===== config.mk =====
export PLATFORM = sky130hd
export DESIGN_NAME = dsha_nonce_scheduler_flat
export DESIGN_NICKNAME = d
export VERILOG_FILES = /design/src/rtl/dsha_pkg.sv /design/src/rtl/dsha_nonce_scheduler_if.sv /design/src/rtl/dsha_result_fifo.sv /design/src/rtl/dsha_nonce_scheduler.sv /design/src/flat_wrapper.sv
export SDC_FILE = /design/constraint.sdc
export NUM_CORES = 1
export LEC_CHECK = 0
export ABC_AREA = 1
export CAP_MARGIN = 20
export CORE_AREA = 2 2 560 562
export CTS_CLUSTER_SIZE = 24
export DETAILED_ROUTE_END_ITERATION = 8
export DIE_AREA = 0 0 562 564
export PLACE_DENSITY = 0.43
export SLEW_MARGIN = 20
export SYNTH_ARGS = -nofsm -noshare
export SYNTH_HDL_FRONTEND = slang
export SYNTH_SLANG_ARGS = --single-unit

===== constraint.sdc =====
create_clock -name clk -period 50.4 [get_ports clk]
set_input_delay 15.12 -clock clk [delete_from_list [all_inputs] [get_ports clk]]
set_output_delay 15.12 -clock clk [all_outputs]
set_load 0.01 [all_outputs]

===== src/rtl/dsha_pkg.sv =====
// Shared types, widths and the leading-zero target check
// for the double-SHA nonce scheduler.
package dsha_pkg;

    typedef enum logic [1:0] {
        ST_IDLE = 2'd0,
        ST_RUN  = 2'd1,
        ST_DONE = 2'd2
    } state_t;

    localparam int HASH_W  = 256;
    localparam int X_W     = 256;
    localparam int Y_W     = 96;
    localparam int NONCE_W = 32;
    localparam int RES_W   = HASH_W + NONCE_W;

    // True when the top zb bits of h are all zero.
    function automatic logic zero_ok(
        input logic [HASH_W-1:0] h,
        input int unsigned       zb
    );
        logic [HASH_W-1:0] m;
        m = ~({HASH_W{1'b1}} >> zb);
        return (h & m) == '0;
    endfunction

endpackage


===== src/rtl/dsha_nonce_scheduler_if.sv =====
// Work-in / result-out channels of the nonce scheduler.
// master = UART side, slave = scheduler.
interface dsha_nonce_scheduler_if;
    import dsha_pkg::*;

    logic               work_valid;
    logic [X_W-1:0]     work_x;
    logic [Y_W-1:0]     work_y;
    logic [NONCE_W-1:0] work_nonce_lo;
    logic [NONCE_W-1:0] work_nonce_hi;
    logic               work_ack;

    logic               res_valid;
    logic [HASH_W-1:0]  res_hash;
    logic [NONCE_W-1:0] res_nonce;
    logic               res_ready;

    modport master (
        output work_valid, work_x, work_y,
        output work_nonce_lo, work_nonce_hi,
        input  work_ack,
        input  res_valid, res_hash, res_nonce,
        output res_ready
    );

    modport slave (
        input  work_valid, work_x, work_y,
        input  work_nonce_lo, work_nonce_hi,
        output work_ack,
        output res_valid, res_hash, res_nonce,
        input  res_ready
    );

endinterface


===== src/rtl/dsha_result_fifo.sv =====
// Small synchronous FIFO holding {hash, nonce} results.
// A push while full only lands when a pop happens in the same cycle.
module dsha_result_fifo
    import dsha_pkg::*;
#(
    parameter int LOG = 1,
    parameter int W   = RES_W
) (
    input  logic         clk,
    input  logic         rst,
    input  logic         push,
    input  logic         pop,
    input  logic [W-1:0] din,
    output logic [W-1:0] dout,
    output logic         full,
    output logic         empty
);

    localparam int D = 2 ** LOG;

    logic [W-1:0]   mem [D];
    logic [LOG-1:0] wp;
    logic [LOG-1:0] rp;
    logic [LOG:0]   cnt;
    logic           do_push;
    logic           do_pop;

    assign full    = (cnt == (LOG + 1)'(D));
    assign empty   = (cnt == '0);
    assign do_pop  = pop & ~empty;
    assign do_push = push & (~full | do_pop);
    assign dout    = mem[rp];

    always_ff @(posedge clk) begin
        if (rst) begin
            wp  <= '0;
            rp  <= '0;
            cnt <= '0;
            for (int i = 0; i < D; i++) mem[i] <= '0;
        end else begin
            if (do_push) begin
                mem[wp] <= din;
                wp      <= wp + LOG'(1);
            end
            if (do_pop) rp <= rp + LOG'(1);
            unique case ({do_push, do_pop})
                2'b10:   cnt <= cnt + (LOG + 1)'(1);
                2'b01:   cnt <= cnt - (LOG + 1)'(1);
                default: cnt <= cnt;
            endcase
        end
    end

endmodule


===== src/rtl/dsha_nonce_scheduler.sv =====
// Feeds nonce ranges into the double-SHA finisher and
// screens its outputs against the leading-zero target.
module dsha_nonce_scheduler
    import dsha_pkg::*;
#(
    parameter int ZERO_BITS  = 24,
    parameter int PIPE_DEPTH = 64,
    parameter int FIFO_LOG   = 1
) (
    input  logic                clk,
    input  logic                rst,
    dsha_nonce_scheduler_if.slave wif,
    output logic [X_W-1:0]      dsha_x,
    output logic [Y_W-1:0]      dsha_y,
    output logic [NONCE_W-1:0]  dsha_nonce,
    input  logic                dsha_accepted,
    input  logic [HASH_W-1:0]   dsha_hash,
    input  logic [NONCE_W-1:0]  dsha_out_nonce,
    output logic                busy,
    output logic                done,
    output logic [15:0]         found_cnt,
    output logic [15:0]         drop_cnt
);

    localparam int DW = $clog2(PIPE_DEPTH + 1);

    state_t             state;
    logic [NONCE_W-1:0] hi_r;
    logic [NONCE_W-1:0] last_nonce;
    logic [DW-1:0]      drain;
    logic               ack;
    logic               load;
    logic               fresh;
    logic               push;
    logic               pop;
    logic               full;
    logic               empty;
    logic               drop;
    logic               stored;
    logic [RES_W-1:0]   dout;

    assign load   = wif.work_valid & ~ack;
    assign fresh  = (state != ST_IDLE)
                  & (dsha_out_nonce != last_nonce)
                  & (drain == '0);
    assign push   = fresh & zero_ok(dsha_hash, ZERO_BITS);
    assign pop    = wif.res_valid & wif.res_ready;
    assign drop   = push & full & ~pop;
    assign stored = push & ~drop;

    assign wif.work_ack  = ack;
    assign wif.res_valid = ~empty;
    assign {wif.res_hash, wif.res_nonce} = dout;

    assign busy = (state == ST_RUN);
    assign done = (state == ST_DONE);

    always_ff @(posedge clk) begin
        if (rst) begin
            state      <= ST_IDLE;
            dsha_x     <= '0;
            dsha_y     <= '0;
            dsha_nonce <= '0;
            hi_r       <= '0;
            last_nonce <= '0;
            drain      <= '0;
            ack        <= 1'b0;
            found_cnt  <= '0;
            drop_cnt   <= '0;
        end else begin
            ack <= load;
            if (load) begin
                state      <= ST_RUN;
                dsha_x     <= wif.work_x;
                dsha_y     <= wif.work_y;
                dsha_nonce <= wif.work_nonce_lo;
                hi_r       <= wif.work_nonce_hi;
                last_nonce <= ~wif.work_nonce_lo;
                drain      <= DW'(PIPE_DEPTH);
            end else begin
                last_nonce <= dsha_out_nonce;
                if (drain != '0) drain <= drain - DW'(1);
                // Last accepted nonce parks the sweep; no increment past hi.
                if (state == ST_RUN && dsha_accepted) begin
                    if (dsha_nonce == hi_r) state <= ST_DONE;
                    else dsha_nonce <= dsha_nonce + 32'd1;
                end
            end
            if (stored && found_cnt != 16'hFFFF)
                found_cnt <= found_cnt + 16'd1;
            if (drop && drop_cnt != 16'hFFFF)
                drop_cnt <= drop_cnt + 16'd1;
        end
    end

    dsha_result_fifo #(
        .LOG (FIFO_LOG),
        .W   (RES_W)
    ) u_fifo (
        .clk   (clk),
        .rst   (rst),
        .push  (push),
        .pop   (pop),
        .din   ({dsha_hash, dsha_out_nonce}),
        .dout  (dout),
        .full  (full),
        .empty (empty)
    );

endmodule


===== src/flat_wrapper.sv =====
// flat-port wrapper written by rule: the top's interface ports become plain ports
module dsha_nonce_scheduler_flat import dsha_pkg::*;
#(
    parameter int ZERO_BITS  = 24,
    parameter int PIPE_DEPTH = 64,
    parameter int FIFO_LOG   = 1
)
  (clk, rst, dsha_x, dsha_y, dsha_nonce, dsha_accepted, dsha_hash, dsha_out_nonce, busy, done, found_cnt, drop_cnt, wif_work_valid, wif_work_x, wif_work_y, wif_work_nonce_lo, wif_work_nonce_hi, wif_work_ack, wif_res_valid, wif_res_hash, wif_res_nonce, wif_res_ready);
  dsha_nonce_scheduler_if wif_i ();
  input  logic clk;
  input  logic rst;
  output logic [X_W-1:0] dsha_x;
  output logic [Y_W-1:0] dsha_y;
  output logic [NONCE_W-1:0] dsha_nonce;
  input  logic dsha_accepted;
  input  logic [HASH_W-1:0] dsha_hash;
  input  logic [NONCE_W-1:0] dsha_out_nonce;
  output logic busy;
  output logic done;
  output logic [15:0] found_cnt;
  output logic [15:0] drop_cnt;
  input wire logic [$bits(wif_i.work_valid)-1:0] wif_work_valid;
  input wire logic [$bits(wif_i.work_x)-1:0] wif_work_x;
  input wire logic [$bits(wif_i.work_y)-1:0] wif_work_y;
  input wire logic [$bits(wif_i.work_nonce_lo)-1:0] wif_work_nonce_lo;
  input wire logic [$bits(wif_i.work_nonce_hi)-1:0] wif_work_nonce_hi;
  output wire logic [$bits(wif_i.work_ack)-1:0] wif_work_ack;
  output wire logic [$bits(wif_i.res_valid)-1:0] wif_res_valid;
  output wire logic [$bits(wif_i.res_hash)-1:0] wif_res_hash;
  output wire logic [$bits(wif_i.res_nonce)-1:0] wif_res_nonce;
  input wire logic [$bits(wif_i.res_ready)-1:0] wif_res_ready;
  assign wif_i.work_valid = wif_work_valid;
  assign wif_i.work_x = wif_work_x;
  assign wif_i.work_y = wif_work_y;
  assign wif_i.work_nonce_lo = wif_work_nonce_lo;
  assign wif_i.work_nonce_hi = wif_work_nonce_hi;
  assign wif_work_ack = wif_i.work_ack;
  assign wif_res_valid = wif_i.res_valid;
  assign wif_res_hash = wif_i.res_hash;
  assign wif_res_nonce = wif_i.res_nonce;
  assign wif_i.res_ready = wif_res_ready;
  dsha_nonce_scheduler #(.ZERO_BITS(ZERO_BITS), .PIPE_DEPTH(PIPE_DEPTH), .FIFO_LOG(FIFO_LOG)) u_core (.clk(clk), .rst(rst), .wif(wif_i), .dsha_x(dsha_x), .dsha_y(dsha_y), .dsha_nonce(dsha_nonce), .dsha_accepted(dsha_accepted), .dsha_hash(dsha_hash), .dsha_out_nonce(dsha_out_nonce), .busy(busy), .done(done), .found_cnt(found_cnt), .drop_cnt(drop_cnt));
endmodule

==> results of run 1 <==
## state kept, by name, indices dropped and copies added (netlist names), named ones only
name,count
u_core.u_fifo.mem,576
u_core.dsha_x,256
u_core.dsha_y,96
u_core.dsha_nonce,32
u_core.hi_r,32
u_core.last_nonce,32
u_core.drop_cnt,16
u_core.found_cnt,16
u_core.drain,7
u_core.state,2
u_core.u_fifo.cnt,2
u_core.u_fifo.rp,1
u_core.u_fifo.wp,1
u_core.wif.work_ack,1
## worst max path at each step
stage,slack (ns),endpoint,cells past startpoint,start
floorplan,13.16,u_core.u_fifo.mem[0][0]$_SDFFCE_PN0P_,7,dsha_hash[243]
global route,28.64,u_core.u_fifo.mem[0][37]$_SDFFCE_PN0P_,13,dsha_hash[237]
detailed placement,28.04,u_core.u_fifo.mem[0][29]$_SDFFCE_PN0P_,13,dsha_hash[237]
finish,29.12,u_core.u_fifo.mem[0][37]$_SDFFCE_PN0P_,13,dsha_hash[237]
global placement,28.09,u_core.u_fifo.mem[0][29]$_SDFFCE_PN0P_,13,dsha_hash[242]
CTS,28.88,wif_res_hash[20],6,register
## metrics by stage
step / total power (W) / hold slack [ns] / cell area (µm²)
6_report: 0.00230 / 0.454 / 65800
5_1_grt: 0.00239 / 0.483 / 65800
4_1_cts: 0.00234 / 0.457 / 65700
3_5_place_dp: 0.00129 / 0.447 / 61000
3_3_place_gp: 0.00129 / 0.437 / 61000
2_1_floorplan: 0.00111 / 0.426 / 42300
## layout by cell type (no fill, tap or decap), types with 54 or more instances in the layout
cell             netlist  layout
nor2_1               704     701
inv_1                384     383
a21oi_1               54      54
clkdlybuf4s50_1        0    1415
nand2_1              324     322
a22o_1               354     354
mux2_2               288     288
nand3_1               82      82
dfxtp_1              495     494
edfxtp_1             576     576
clkbuf_16              0     144
o21ai_0               67      66
## cells by family (layout without fill, tap and decap cells)
family                   after synthesis  count (layout)  share of synthesized area [%]
adder cells (fa/ha/maj)                6               6                          0.178
multiplexers                         288             288                           7.69
buffers and inverters                593            2095                           6.04
XOR/XNOR                              37              37                          0.769
other                                  1              89                        0.00889
AO/OA/AOI/OAI                        502             502                           9.22
flip-flops                          1071            1071                           64.5
AND/OR/NAND/NOR                     1205            1205                           11.6
## area by class of cell
type	count	area, µm²	area share, %
flip-flops and latches	1071	27200	41.3
repair buffers	1457	14500	22.1
multi-input cells	2086	12600	19.2
well taps	4140	5180	7.87
clock buffers	190	3970	6.02
inverters	390	1470	2.23
clock inverters	58	733	1.11
diodes	41	103	0.156
## per-layer routing
| metal | share of wire, % | track usage (%) | vias up |
|---|---|---|---|
| met3 | 9.1 | 5.61 | 500 |
| li1 | - | - | 15600 |
| met2 | 51 | 27.1 | 1602 |
| met1 | 36 | 15.5 | 17300 |
| met4 | 4.3 | 5.62 | 10 |
| met5 | 0.027 | 0 | - |
## critical path, stage by stage
cell	delay, ns
clkdlybuf4s50_1	0.41
inv_1	0.16
nand3_1	0.10
nor2_1	0.10
nand2_1	0.14
nor3b_4	0.53
nand3_2	0.27
o21ai_4	0.78
buf_4	0.67
buf_4	0.73
buf_4	0.75
buf_4	0.77
buf_4	0.87
## report_power, final
group,switching [W],internal (W)
clock network,0.000417,0.000618
registers,0.0000284,0.000966
logic,0.000141,0.000134
total,0.000586,0.00172
==> reports/results.txt, run 1 <==
Initial antenna violation count - 160
Fin nets - 5864
Post-route core utilization - 21.2%
Die X - 562 µm
PwrDens - 35.0 nW/µm²
CTS tree - built
Routed wire length - 247000 µm
First-pass GRT wire length - 324000 µm
RD Place Congestion - 0.886
Post_cts resized - 0
Die Y - 564 µm
Core area - 311000 µm²
CP startpoint kind - primary input
Clock transition at path regs - 0.06 ns
Synth area leader - edfxtp_1
# rows - 205
RSZ-0062 raised after global routing - no
Yosys warns - 0
Mean Syn Cell Area - 11.4 µm²
Slew @ Worst Pin - 1.10 ns
Synth top area cells - edfxtp_1 41%, dfxtp_1 24%, mux2_2 7.7%
Unique masters post-synth - 41
FMAX - 47.0 MHz
GRT Overall Usage - 14.9%
Post-Synthesis Cells - 3703
Layout cells sized above 1 - 11.2%
Clock sink count - 1071
Clock buffer count from CTS - 143
Largest net degree at the start of global routing - 203
Post-DRT Antenna Nets - 0
Reg-to-Reg End - u_core.u_fifo.mem[0][37]$_SDFFCE_PN0P_
H-tree levels - 4
Worst-case reg-to-reg path depth - 13
Hold-fix buffers, CTS - 0
Register area share after synthesis - 64.5%
DRC - 0
Overall via count from detail_route - 35000
Fin. Hold Viols - 0
Seq cells post-synth - 1071
Post-CTS setup repair buffer count - 0
R2R Setup Slk - 43.17 ns
Setup_tns - 0 ns
DRT Pass-1 Iters - 5
Commonest cells post-synth - 704 x nor2_1, 576 x edfxtp_1, 495 x dfxtp_1
Maximum VDD drop - 0.0194 mV
Placed instance count - 9143
FF-to-FF Start - u_core.drain[0]$_SDFFE_PP0P_
Initial DRC count - 2413
Clock Latency Late Sink - 0.80 ns
Fin. max-slew vios - 0
Vias/cell - 3.71
Asr flop ratio synth - 0%
Share of the synthesized area in the top cell type - 41.0%
Post-route insts no fill - 9433
Relative slew slack - 26.5%
WL/cell - 26.2 µm
Crit end category - register
Vias in the first global route - 35200
Final setup violation count - 0
Leakage power total - 24.7 nW
Cell with the most instances after synthesis - nor2_1
Period utilisation layout - 42.2%
Hold Path End - u_core.u_fifo.rp$_SDFFE_PP0P_
Grt ovf - 0
Mapped cell area - 42200 µm²
Pre-CTS setup slack - 28.04 ns
Top FF cell, synth - edfxtp_1
Critical Path RT - 50.80 ns
Io pins - 1417
Max cap viols - 0
Clock Skew - 0.0576 ns
Peak fanout along the critical path - 68
Area Overhead vs Synth - 56.2%
CP Data Arrival Time - 21.68 ns
Detailed placement HPWL - 195000 µm
Max Root-Sink Buffers - 4
Hold Crit Depth - 1
Final Critical Period - 21.28 ns
Status - completed
Die Footprint - 317000 µm²
Min-delay src - u_core.u_fifo.rp$_SDFFE_PP0P_
Fillers - 33700
Worst Setup Path Type - in -> reg
Post-synth EDFFs - 576
Initial Util - 13.6%
Final setup margin - 29.12 ns
Hold Path Class - reg -> reg
# port buffers - 1416
Root buffer cell - clkbuf_16
(Power assumes the default switching activity.)
==> run 2: changes to the inputs <==
Settings changed: CORE_AREA 2 2 560 562 to 2 2 550 552, DIE_AREA 0 0 562 564 to 0 0 552 554, PLACE_DENSITY 0.43 to 0.44.
Clock period 50.4 ns to 22 ns, I/O delays scaled along.
==> reports/results.txt, run 2 (same netlist as run 1, synthesis figures left out) <==
Io pins - 1417 (unchanged)
Final setup violation count - 0 (unchanged)
Clock buffer count from CTS - 142 (-0.70%)
Largest regs - u_core.u_fifo.mem (576), u_core.dsha_x (256), u_core.dsha_y (96)
Post_cts resized - 0 (unchanged)
DRT Pass-1 Iters - 5 (unchanged)
Post-DRT Antenna Nets - 0 (unchanged)
Commonest non-fill, non-tap cell in the layout - clkdlybuf4s50_1
Area Overhead vs Synth - 55.1%
Core area - 299000 µm² (-3.7%)
Slew @ Worst Pin - 1.13 ns (+0.0244 ns)
Vias in the first global route - 35400 (+0.51%)
Initial Util - 14.1% (+0.53 points)
Detailed placement HPWL - 196000 µm (+0.56%)
Maximum VDD drop - 0.0508 mV (+160%)
Clock transition at path regs - 0.06 ns (about the same)
Hold-fix buffers, CTS - 0 (unchanged)
GRT Overall Usage - 15.6% (+0.73 points)
CP Data Arrival Time - 4.35 ns (-17.33 ns)
Status - completed
Root buffer cell - clkbuf_16
Largest net degree at the start of global routing - 175 (-14%)
CP startpoint kind - register
Clock Skew - 0.0660 ns (+0.00845 ns)
Critical Path RT - 15.40 ns (-35.40 ns)
Die Y - 554 µm (-1.8%)
Initial antenna violation count - 164 (+2.5%)
WL/cell - 27.0 µm (+3.0%)
Max Root-Sink Buffers - 4 (unchanged)
Hold Path Class - reg -> reg
FMAX - 91.3 MHz
Vias/cell - 3.77 (+1.7%)
Period utilisation layout - 49.8%
CTS tree - built
Commonest non-fill, non-tap cells in the layout - 1414 x clkdlybuf4s50_1, 701 x nor2_1, 576 x edfxtp_1
Post-route insts no fill - 9243 (-2.0%)
Die X - 552 µm (-1.8%)
RSZ-0062 raised after global routing - no
Crit end category - output port
# port buffers - 1416 (unchanged)
Final Critical Period - 10.95 ns
Fin. Hold Viols - 0 (unchanged)
Final setup margin - 11.05 ns (-18.07 ns)
Placed instance count - 8959 (-2.0%)
Clock sink count - 1071 (unchanged)
Grt ovf - 0 (unchanged)
RD Place Congestion - 0.892 (+0.62%)
H-tree levels - 4 (unchanged)
Largest Register - u_core.u_fifo.mem
Max cap viols - 0 (unchanged)
Post-CTS setup repair buffer count - 0 (unchanged)
Largest register FFs - 576 (unchanged)
# rows - 201 (-2.0%)
Routed wire length - 249000 µm (+0.88%)
Peak fanout along the critical path - 60 (-12%)
Clock Latency Late Sink - 0.80 ns (about the same)
Fin. max-slew vios - 0 (unchanged)
Initial DRC count - 2406 (-0.29%)
First-pass GRT wire length - 328000 µm (+1.3%)
Die Footprint - 306000 µm² (-3.5%)
PwrDens - 79.8 nW/µm² (+130%)
Crit path top cell by count - buf_4
Setup_tns - 0 ns (unchanged)
Slowest CP cell - dfxtp_4
Pre-CTS setup slack - 10.29 ns (-17.75 ns)
Fin nets - 5860 (-0.068%)
Relative slew slack - 24.7% (-1.9 points)
CP Cell Sequence - buf_4, buf_4, mux2_2, clkdlybuf4s50_1
CP max stage delay - 0.80 ns (-0.07 ns)
DRC - 0 (unchanged)
Leakage power total - 24.6 nW (-0.61%)
Worst Setup Path Type - reg -> out
Layout cells sized above 1 - 10.8% (-0.43 points)
Overall via count from detail_route - 34900 (-0.35%)
==> run 2: stage by stage <==
step / hold WS (ns) / cell area, µm² / power (W) / util (%)
3_3_place_gp: 0.429 / 60800 / 0.00295 / 20.3
2_1_floorplan: 0.426 / 42300 / 0.00254 / -
6_report: 0.456 / 65400 / 0.00521 / 21.8
5_1_grt: 0.494 / 65300 / 0.00543 / 21.8
4_1_cts: 0.457 / 65300 / 0.00531 / 21.8
3_5_place_dp: 0.447 / 60800 / 0.00295 / 20.3
==> run 2: worst paths after layout <==
check	startpoint	to	slack, ns	cells past startpoint
hold / removal	u_core.u_fifo.rp$_SDFFE_PP0P_	u_core.u_fifo.rp$_SDFFE_PP0P_	0.46	1
hold reg to reg	u_core.u_fifo.rp$_SDFFE_PP0P_	u_core.u_fifo.rp$_SDFFE_PP0P_	0.46	1
setup reg to reg	u_core.drain[0]$_SDFFE_PP0P_	u_core.u_fifo.mem[1][26]$_SDFFCE_PN0P_	16.89	12
setup / recovery	register	wif_res_nonce[30]	11.05	4
==> run 2: layout make-up <==
type                            count  area [µm²]
Inverter                          390        1470
Tap cell                         3958        4950
Multi-Input combinational cell   2086       12600
Timing Repair Buffer             1454       14500
Fill cell                       32400      234000
Clock inverter                     46         597
Sequential cell                  1071       27200
Antenna cell                       37        92.6
Clock buffer                      201        3930
==> run 2: report_power, final <==
part / internal (W) / switching (W) / total (W)
Combinational: 0.000308 / 0.000325 / 0.000633
Sequential: 0.00221 / 0.0000619 / 0.00227
Clock: 0.00136 / 0.000951 / 0.00231
==> run 2: critical path, delay by kind of cell (launching register included) <==
family	cells	cell delay [ns]
mux	1	0.43
flops	1	0.80
buf+inv	3	2.08
==> run 2: per-layer routing <==
metal,up-vias,part of all wire [%],GRT usage (%)
met5,-,0.053,0
met4,20,3.6,5.21
met3,471,9.9,6.79
met2,1568,51,28.5
met1,17300,35,15.8
li1,15500,-,-
==> run 3: changes to the inputs <==
Clock period 22 ns to 11.4 ns, I/O delays scaled along.
==> reports/results.txt, run 3 (same netlist as run 1, synthesis figures left out) <==
Slowest CP cell - dfxtp_4
Post-route insts no fill - 9259 (+0.17%)
Register area - 27200 µm² (unchanged)
CTS tree - built
H-tree levels - 4 (unchanged)
Maximum VDD drop - 0.105 mV (+110%)
Largest regs - u_core.u_fifo.mem (576), u_core.dsha_x (256), u_core.dsha_y (96)
Vias/cell - 3.78 (+0.33%)
Die Y - 554 µm (unchanged)
Die X - 552 µm (unchanged)
Max Root-Sink Buffers - 4 (unchanged)
DRT Pass-1 Iters - 6 (+1)
CP max stage delay - 0.73 ns (-0.07 ns)
Placed instance count - 8963 (+0.045%)
Largest register FFs - 576 (unchanged)
Root buffer cell - clkbuf_16
Initial DRC count - 2514 (+4.5%)
Die Footprint - 306000 µm² (unchanged)
CP startpoint kind - register
CP delay by family, top - buffers and inverters
Status - completed
Initial antenna violation count - 175 (+6.7%)
Fin nets - 5868 (+0.14%)
Max cap viols - 0 (unchanged)
Hold Path Class - reg -> reg
Crit end category - output port
Final setup violation count - 0 (unchanged)
Commonest non-fill, non-tap cells in the layout - 1415 x clkdlybuf4s50_1, 701 x nor2_1, 576 x edfxtp_1
CP Cell Sequence - buf_12, buf_4, mux2_2, clkdlybuf4s50_1
Detailed placement HPWL - 193000 µm (-1.8%)
Layout cells sized above 1 - 11.2% (+0.39 points)
Critical Path RT - 7.98 ns (-7.42 ns)
Placed inst area - 60900 µm² (+0.16%)
Leakage power total - 24.7 nW (+0.72%)
R2R Setup Slk - 6.63 ns (-10.26 ns)
Final Critical Period - 7.34 ns
Clock Skew - 0.0758 ns (+0.00975 ns)
Commonest non-fill, non-tap cell in the layout - clkdlybuf4s50_1
Hold Slack - 0.441 ns (-0.0147 ns)
Grt ovf - 0 (unchanged)
Largest Register - u_core.u_fifo.mem
Period utilisation layout - 64.4%
Clock Latency Late Sink - 0.83 ns (+0.03 ns)
Overall via count from detail_route - 35000 (+0.50%)
Setup_tns - 0 ns (unchanged)
Io pins - 1417 (unchanged)
Post-CTS setup repair buffer count - 0 (unchanged)
FMAX - 136 MHz
Final Cell Area - 65700 µm² (+0.49%)
Routed wire length - 247000 µm (-0.85%)
WL/cell - 26.7 µm (-1.0%)
Fillers - 32300 (-0.077%)
Initial Util - 14.1% (unchanged)
RSZ-0062 raised after global routing - no
Fin. max-slew vios - 0 (unchanged)
Clock buffer count from CTS - 146 (+2.8%)
Clock transition at path regs - 0.05 ns (about the same)
Worst Setup Path Type - reg -> out
GRT Overall Usage - 15.5% (-0.13 points)
Relative slew slack - 12.5% (-12 points)
Core area - 299000 µm² (unchanged)
RD Place Congestion - 0.882 (-1.1%)
# port buffers - 1416 (unchanged)
PwrDens - 156 nW/µm² (+96%)
Peak fanout along the critical path - 118 (+97%)
Post-DRT Antenna Nets - 0 (unchanged)
# rows - 201 (unchanged)
Area Overhead vs Synth - 55.8%
Post_cts resized - 0 (unchanged)
First-pass GRT wire length - 327000 µm (-0.49%)
Largest net degree at the start of global routing - 159 (-9.1%)
Slew @ Worst Pin - 1.31 ns (+0.187 ns)
DRC - 0 (unchanged)
Vias in the first global route - 35200 (-0.65%)
Hold-fix buffers, CTS - 0 (unchanged)
CP Data Arrival Time - 3.92 ns (-0.43 ns)
WP buf/inv - 3 (unchanged)
Area taken by multi-input logic gates - 12700 µm² (+0.11%)
Clock sink count - 1071 (unchanged)
Total power - 0.0103 W (+97%)
Fin. Hold Viols - 0 (unchanged)
[run 3: path summary, 6_finish.rpt]
kind                                 start                                     end  cells after the start
max                               register                        wif_res_hash[44]                      4
min          u_core.u_fifo.rp$_SDFFE_PP0P_                                register                      1
max reg2reg   u_core.drain[0]$_SDFFE_PP0P_  u_core.u_fifo.mem[1][24]$_SDFFCE_PN0P_                     11
min reg2reg  u_core.u_fifo.rp$_SDFFE_PP0P_                                register                      1
[run 3: power breakdown]
group	total, W	switching, W	leakage (nW)	internal (W)
clock	0.00466	0.00191	2.31	0.00274
sequential	0.00438	0.000116	9.77	0.00427
combinational	0.00121	0.000616	12.7	0.000595
[run 3: stage by stage]
| stage | utilization (%) | setup WS [ns] |
|---|---|---|
| final | 22.0 | 4.06 |
| after floorplan | - | 2.12 |
| after CTS | 21.9 | 3.82 |
| after global routing | 21.9 | 3.80 |
| after global placement | 20.3 | 3.26 |
| after detailed placement | 20.3 | 3.24 |
[run 3: final cells by class]
| class | count | share of cell area (%) |
|---|---|---|
| clock inverter | 59 | 1.09 |
| tap | 3958 | 7.54 |
| multi-input combinational | 2086 | 19.3 |
| inverter | 390 | 2.23 |
| antenna | 38 | 0.145 |
| clock buffer | 199 | 6.13 |
| timing repair buffer | 1458 | 22.2 |
| sequential | 1071 | 41.4 |
[run 3: worst reg2reg max path, cell delays in order, from the launching register on]
cell	delay, ns
dfxtp_1	0.29
inv_1	0.12
ha_1	0.16
inv_1	0.06
nor3_4	0.29
inv_2	0.13
nor3b_4	0.52
nand3_2	0.27
inv_2	0.16
nand3_4	0.56
nand2_8	0.77
buf_12	0.57
[run 3: routing by layer]
metal  share of wire [%]  up-vias  global-route usage [%]
li1                    -    15600                       -
met1                  36    17300                    16.2
met2                  51     1615                    28.3
met3                  10      524                    6.69
met4                 3.3        4                    4.02
met5              0.0093        -                       0
